--- config.mk ---
export PLATFORM = sky130hd
export DESIGN_NAME = mem_stage
export DESIGN_NICKNAME = d
export VERILOG_FILES = /design/src/rtl/mem_stage.sv
export SDC_FILE = /design/constraint.sdc
export NUM_CORES = 1
export LEC_CHECK = 0
export CAP_MARGIN = 20
export CELL_PAD_IN_SITES_DETAIL_PLACEMENT = 0
export CELL_PAD_IN_SITES_GLOBAL_PLACEMENT = 2
export CORE_ASPECT_RATIO = 1.4
export CORE_MARGIN = 2
export CORE_UTILIZATION = 23
export CTS_CLUSTER_DIAMETER = 150
export CTS_CLUSTER_SIZE = 24
export DETAILED_ROUTE_END_ITERATION = 8
export PLACE_DENSITY_LB_ADDON = 0.1
export SYNTH_ARGS = -nofsm -noshare
export SYNTH_HDL_FRONTEND = slang
export SYNTH_SLANG_ARGS = --single-unit
--- constraint.sdc ---
create_clock -name clk -period 2.55 [get_ports clk]
set_input_delay 0.51 -clock clk [delete_from_list [all_inputs] [get_ports clk]]
set_output_delay 0.51 -clock clk [all_outputs]
set_load 0.01 [all_outputs]
--- src/rtl/mem_stage.sv ---
// EX/MEM pipeline register plus the data-memory access stage: one request per
// entry, stall until answered, then present aligned load data downstream.
module mem_stage (
  input  logic        clk,
  input  logic        rst,
  input  logic        EX_valid,
  input  logic [31:0] EX_pc,
  input  logic [31:0] EX_alu_out,
  input  logic [31:0] EX_cmp_out,
  input  logic [31:0] EX_rs2_out,
  input  logic [4:0]  EX_rd,
  input  logic        EX_load_regfile,
  input  logic [2:0]  EX_regfilemux_sel,
  input  logic        EX_mem_read,
  input  logic        EX_mem_write,
  input  logic [2:0]  EX_funct3,
  input  logic        stall_in,
  output logic        dmem_read,
  output logic        dmem_write,
  output logic [31:0] dmem_address,
  output logic [3:0]  dmem_byte_enable,
  output logic [31:0] dmem_wdata,
  input  logic        dmem_resp,
  input  logic [31:0] dmem_rdata,
  output logic        mem_stall,
  output logic        MEM_valid,
  output logic [31:0] MEM_pc,
  output logic [31:0] MEM_alu_out,
  output logic [31:0] MEM_cmp_out,
  output logic [4:0]  MEM_rd,
  output logic        MEM_load_regfile,
  output logic [2:0]  MEM_regfilemux_sel,
  output logic [31:0] MEM_load_data,
  output logic        MEM_misaligned
);
  typedef enum logic [1:0] {IDLE, WAIT, HOLD} state_t;

  typedef struct packed {
    logic        valid;
    logic [31:0] pc;
    logic [31:0] alu_out;
    logic [31:0] cmp_out;
    logic [31:0] rs2_out;
    logic [4:0]  rd;
    logic        load_regfile;
    logic [2:0]  regfilemux_sel;
    logic        mem_read;
    logic        mem_write;
    logic [2:0]  funct3;
    logic        misaligned;
  } entry_t;

  state_t      state, state_n;
  entry_t      ent, ent_in;
  logic [31:0] rdata_q, src, shifted;
  logic [1:0]  off;
  logic        mis_raw, mis_in, req_in, in_wait, advance;

  always_comb begin
    case (EX_funct3[1:0])
      2'b01:   mis_raw = EX_alu_out[0];
      2'b10:   mis_raw = |EX_alu_out[1:0];
      default: mis_raw = 1'b0;
    endcase
  end

  assign mis_in = mis_raw & EX_valid & (EX_mem_read | EX_mem_write);
  assign req_in = EX_valid & (EX_mem_read | EX_mem_write) & ~mis_in;

  always_comb begin
    ent_in                = '0;
    ent_in.valid          = EX_valid;
    ent_in.pc             = EX_pc;
    ent_in.alu_out        = EX_alu_out;
    ent_in.cmp_out        = EX_cmp_out;
    ent_in.rs2_out        = EX_rs2_out;
    ent_in.rd             = EX_rd;
    ent_in.load_regfile   = EX_load_regfile & ~mis_in;
    ent_in.regfilemux_sel = EX_regfilemux_sel;
    ent_in.mem_read       = EX_mem_read;
    ent_in.mem_write      = EX_mem_write;
    ent_in.funct3         = EX_funct3;
    ent_in.misaligned     = mis_in;
  end

  assign in_wait   = (state == WAIT);
  assign mem_stall = in_wait & ~dmem_resp;
  assign advance   = ~mem_stall & ~stall_in;

  // A response under a downstream stall parks in HOLD so it is never re-requested.
  always_comb begin
    state_n = state;
    if (advance)                state_n = req_in ? WAIT : IDLE;
    else if (in_wait && dmem_resp) state_n = HOLD;
  end

  always_ff @(posedge clk) begin
    if (rst) begin
      state   <= IDLE;
      ent     <= '0;
      rdata_q <= '0;
    end else begin
      state <= state_n;
      if (advance)              ent     <= ent_in;
      if (in_wait && dmem_resp) rdata_q <= dmem_rdata;
    end
  end

  assign off          = ent.alu_out[1:0];
  assign dmem_read    = in_wait & ent.mem_read;
  assign dmem_write   = in_wait & ent.mem_write;
  assign dmem_address = {ent.alu_out[31:2], 2'b00};

  always_comb begin
    dmem_byte_enable = 4'b0000;
    dmem_wdata       = '0;
    if (dmem_write) begin
      case (ent.funct3[1:0])
        2'b00:   dmem_byte_enable = 4'b0001 << off;
        2'b01:   dmem_byte_enable = 4'b0011 << off;
        default: dmem_byte_enable = 4'b1111;
      endcase
      dmem_wdata = ent.rs2_out << {off, 3'b000};
    end
  end

  // Live bus data while the access completes, captured copy once parked.
  assign src     = in_wait ? dmem_rdata : rdata_q;
  assign shifted = src >> {off, 3'b000};

  always_comb begin
    MEM_load_data = '0;
    if (ent.valid && ent.mem_read && !ent.misaligned) begin
      case (ent.funct3)
        3'b000:  MEM_load_data = {{24{shifted[7]}}, shifted[7:0]};
        3'b001:  MEM_load_data = {{16{shifted[15]}}, shifted[15:0]};
        3'b010:  MEM_load_data = shifted;
        3'b100:  MEM_load_data = {24'b0, shifted[7:0]};
        3'b101:  MEM_load_data = {16'b0, shifted[15:0]};
        default: MEM_load_data = '0;
      endcase
    end
  end

  assign MEM_valid          = ent.valid;
  assign MEM_pc             = ent.pc;
  assign MEM_alu_out        = ent.alu_out;
  assign MEM_cmp_out        = ent.cmp_out;
  assign MEM_rd             = ent.rd;
  assign MEM_load_regfile   = ent.load_regfile;
  assign MEM_regfilemux_sel = ent.regfilemux_sel;
  assign MEM_misaligned     = ent.misaligned;
endmodule

## After elaboration in Yosys (flattened, before gate mapping)

Cells that the tools add are included.
Widths: inputs -> output; s select.

| operators by class | value |
|---|---|
| mux-type cells | 10 |
| shifts and indexed selects | 4 |
| reduce and logical (&&, ||, !) cells | 8 |
| equality and inequality tests | 8 |
| bitwise operators | 14 |

Operator list:

| operator | count |
|---|---|
| $pmux 32 s5 | 1 |
| $mux 32 | 3 |
| $shl 32x5->32 | 1 |
| $shr 32x5->32 | 1 |
| $and 1x1->1 | 9 |
| $pmux 4 s2 | 1 |
| $eq 2x1->1 const B | 3 |
| $eq 3x3->1 const B | 2 |
| $mux 2 | 2 |
| $mux 4 | 1 |
| $not 1->1 | 4 |
| $shl 1x2->4 const A | 1 |
| $shl 2x2->4 const A | 1 |
| $eq 3x1->1 const B | 1 |
| $eq 3x2->1 const B | 1 |
| $logic_and 1x1->1 | 3 |
| $logic_not 3->1 | 1 |
| $eq 2x2->1 const B | 1 |
| $logic_not 2->1 | 1 |
| $pmux 1 s2 | 1 |
| $reduce_bool 2->1 | 1 |
| $reduce_or 2->1 | 1 |
| $logic_not 1->1 | 1 |
| $mux 1 | 1 |
| $or 1x1->1 | 1 |

| word-level totals | value |
|---|---|
| output and inout port bits | 210 |
| input port bits | 179 |
| register bits after elaboration | 178 |
| logic and storage cells | 58 |

## Depth between registers and ports, before layout

| depth | value |
|---|---|
| word-level depth | 8 |
| mapped depth | 8 |
| mapped depth without buffers | 7 |

## Least setup slack after synthesis

No wires, ideal clock.

| timing | value |
|---|---|
| path type | reg-to-output |
| start point | register ent, in the netlist MEM_alu_out[0] |
| end point | output MEM_load_data[18] |
| required time | 2.040 ns |
| cell stages (with the launch flop) | 8 |
| buffers on the path | 3 |
| setup slack | 0.437 ns |
| arrival | 1.603 ns |
| cell sequence | dfxtp_1 -> buf_4 -> nor2b_1 -> clkbuf_1 -> a32oi_2 -> nand4_4 -> buf_6 -> a31oi_1 |

| between the ends | value |
|---|---|
| cells in the longest elaborated chain, start to end | 3 |

RTL lines:

| what | line | RTL |
|---|---|---|
| start: declaration | 54 | `entry_t ent, ent_in;` |
| start signal: assignment | 104 | `if (advance) ent <= ent_in;` |
| $shr 32x5->32 | 129 | `assign shifted = src >> {off, 3'b000};` |
| $pmux 32 s5 | 134 | `case (ent.funct3)` |
| $mux 32 | 133 | `if (ent.valid && ent.mem_read && !ent.misaligned) begin` |
| end: declaration | 33 | `output logic [31:0] MEM_load_data,` |

Every way passes these cells.

## Worst setup path in the final report

| timing | value |
|---|---|
| start point | register state[0] |
| end point | output MEM_load_data[15] |

| between the ends | value |
|---|---|
| cells in the longest elaborated chain, start to end | 5 |

RTL lines:

| what | line | RTL |
|---|---|---|
| start: declaration | 53 | `state_t state, state_n;` |
| start signal: assignment | 103 | `state <= state_n;` |
| $eq 2x1->1 | 86 | `assign in_wait = (state == WAIT);` |
| $mux 32 | 128 | `assign src = in_wait ? dmem_rdata : rdata_q;` |
| $shr 32x5->32 | 129 |  |
| $pmux 32 s5 | 134 |  |
| $mux 32 | 133 |  |

Every way passes these cells.

==> results by group <==
Critical path
  – Reg2Reg Setup Slack: 0.81 ns
  – CP Capture Point: MEM_load_data[15]
  – Critical Path Start: state[0]
  – Reg2reg start: state[0]
  – CP Max Fanout: 3
  – WS Path Type: register to primary output
  – Crit path required time: 2.04 ns
  – Setup crit start kind: register
  – R2r endpoint: ent[28]
  – Worst Path Arrival: 2.31 ns
  – CP endpoint kind: primary output
  – Worst reg-to-reg path cell count: 9

Place
  – Number of buffers added on ports: 386
  – RePlAce Congestion: 0.734
  – Detailed placer's ending HPWL: 25000 um

Floorplan
  – DIE HEIGHT: 239 um
  – Core ar.: 39200 um2
  – Top-Level Pins: 389
  – FP Rows: 86
  – Initial Util: 23.2%
  – Die ar.: 41100 um2
  – Die X: 172 um

Clock network
  – CTS sink count: 178
  – CTS tree: built
  – # H-tree levels: 4
  – Max clock buf depth: 2
  – Reg clk slew, reported paths: 0.07 ns
  – Root buffer selected by CTS: clkbuf_16
  – Clock Latency Late Sink: 0.45 ns
  – Num CTS Buffers: 17

Yosys
  – Post-synth ARST share: 0%
  – Synth Instances: 1200
  – Most common cell in the netlist: nand2_1
  – Yosys top cell area share: 39.3%
  – Largest area contributor in the netlist: dfxtp_1
  – Register bit total from synthesis: 178
  – Synth area leaders: dfxtp_1 (39%), nand2_1 (16%), buf_4 (12%)
  – Warnings, synthesis: 0
  – Post-Syn Area per Cell: 7.56 um2
  – Synth Flop Type: dfxtp_1
  – Post-synth top cells: nand2_1 (380), a21oi_1 (201), dfxtp_1 (178), buf_4 (144), clkbuf_1 (52)
  – Post-synth EDFFs: 0
  – Sequential fraction of the synthesis area: 39.3%
  – Netlist cell types: 43
  – Post-Synthesis Cell Area: 9070 um2

STA
  – Highest clock rate: 355 MHz
  – Final worst-path cycle share: 111%
  – RSZ-0062 raised after global routing: true
  – Endpoints failing setup: 31
  – Setup_tns: -6.85 ns
  – Final Hold Violating Endpoints: 0
  – Final Skew: 0.0129 ns
  – Post-layout min period: 2.82 ns
  – Setup ws final: -0.270 ns
  – Final Max Tran Viols: 0

Job
  – Max-cap violations: 0

Route
  – Mean routed wirelength per cell: 17.4 um
  – DRC: 0
  – DR pass1 iterations: 4
  – Post-route ant nets: 0
  – Post-Route WL: 35300 um
  – Via total after detailed routing: 8749
  – DRT iter0 DRCs: 235
  – DR vias/cell: 4.32

Min path
  – Worst min-delay path class: register to register

Finish
  – Fill cells: 4189
  – Seq. cell area: 3570 um2
  – Area of the multi-input gates: 4570 um2
  – Fin nets: 1658
  – Share of layout cells above drive strength 1: 19.3%
  – Synthesis-to-finish area growth: 55.8%

GRT
  – Global route overflow: 0
  – Largest net degree at the start of global routing: 53
  – Total track usage: 16.7%
  – Vias in the first global route: 8593
  – Global-route wire length before repair: 52000 um
  – Antenna violations before repair: 7

Status
  – Failing checks: setup timing
  – Outcome: complete, but fails checks

Power and ir drop
  – Cell Int Power: 5.12 mW
  – Worst VDD drop: 0.000342 V
  – Comb power frac: 20.3%
  – Switch Pwr: 2.04 mW
  – Switching part of the total power: 28.5%
  – Leak: 5.20 nW
  – Seq pwr share: 42.2%
  – Clock share of power: 37.5%
  – Power Dens Cells: 507 nW/um2
  – Pwr Total: 7.16 mW
==> metrics by stage <==
step	util (%)	cell area [um2]	hold slack, ns	cells	setup WS (ns)
global route	36.1	14100	0.469	2024	-0.351
detailed placement	33.0	12900	0.444	1962	-0.434
CTS	35.2	13800	0.454	2013	-0.300
floorplan	-	9080	0.432	1201	0.437
finish	36.1	14100	0.451	2024	-0.270
global placement	33.0	12900	0.438	1962	-0.388
==> cells in the final DEF, fill, tap and decap left out, types with 13 or more instances in the layout <==
master / count
clkdlybuf4s50_1: 314
mux2i_2: 13
nand2_1: 378
buf_4: 58
dfxtp_1: 174
buf_6: 23
mux2i_4: 14
nor2_1: 34
mux2i_1: 22
buf_12: 19
buf_2: 41
a21oi_1: 195
nand2b_1: 13
clkbuf_16: 19
==> power by group through the flow <==
| stage | clock network [mW] | logic [mW] | registers [mW] |
|---|---|---|---|
| finish | 2.68 | 1.46 | 3.02 |
| global route | 2.91 | 1.58 | 3.04 |
| CTS | 2.83 | 1.41 | 3.02 |
| detailed placement | 0 | 1.33 | 3.08 |
| global placement | 0 | 1.33 | 3.08 |
| floorplan | 0 | 0.718 | 3.05 |
==> how the worst min path moves through the flow <==
stage / startpoint / endpoint / slack, ns / cells after the start
finish: rdata_q[2] / rdata_q[2] / 0.45 / 2
global route: MEM_cmp_out[15] / MEM_cmp_out[15] / 0.47 / 2
CTS: rdata_q[2] / rdata_q[2] / 0.45 / 2
detailed placement: rdata_q[2] / rdata_q[2] / 0.44 / 2
global placement: rdata_q[2] / rdata_q[2] / 0.44 / 2
floorplan: rdata_q[2] / rdata_q[2] / 0.43 / 2
==> cell families (layout without fill, tap and decap cells) <==
family                   Yosys count  after routing  share of synthesized area (%)
flip-flops                       178            178                           39.3
adder cells (fa/ha/maj)            2              2                          0.276
AO/OA/AOI/OAI                    261            261                           16.3
buffers and inverters            229            518                           16.1
other                              1              8                         0.0413
multiplexers                      55             55                           6.81
AND/OR/NAND/NOR                  474            474                           21.3
==> routing by layer <==
metal / GRT usage, % / up-vias / routed length (um)
li1: - / 4362 / -
met5: 0 / - / 13
met1: 19.1 / 4128 / 14400
met2: 29.4 / 229 / 18100
met3: 4.19 / 28 / 2090
met4: 7.13 / 2 / 651
==> cell type report <==
type / instances / area share (%)
multi-input cells: 794 / 32.4
clock inverters: 11 / 0.841
repair buffers: 481 / 33.4
inverters: 5 / 0.133
well taps: 528 / 4.67
diodes: 6 / 0.106
clock buffers: 21 / 3.19
flip-flops and latches: 178 / 25.3
==> worst max-delay path, cell delays in order (launching register included) <==
cell and delay, ns:
dfxtp_2 0.34, nor2b_4 0.23, buf_6 0.15, mux2i_4 0.26, buf_6 0.13, nor2_4 0.03, buf_4 0.13, o31ai_2 0.36
a21oi_4 0.11, buf_6 0.13
==> sequential cells by signal (all words and copies together) (netlist names) <==
name / count
MEM_alu_out: 32
MEM_load_regfile: 1
MEM_regfilemux_sel: 3
rdata_q: 32
state: 2
MEM_rd: 5
MEM_valid: 1
MEM_misaligned: 1
MEM_cmp_out: 32
ent: 37
MEM_pc: 32
==> repair_timing <==
action	in CTS	in global routing
gates resized for setup	321	99
buffers inserted	16	9
cloned	3	2
setup endpoints to repair	71	65
hold buffers	0	0
pin swaps	16	22
Power figures use the tool's default switching activity.
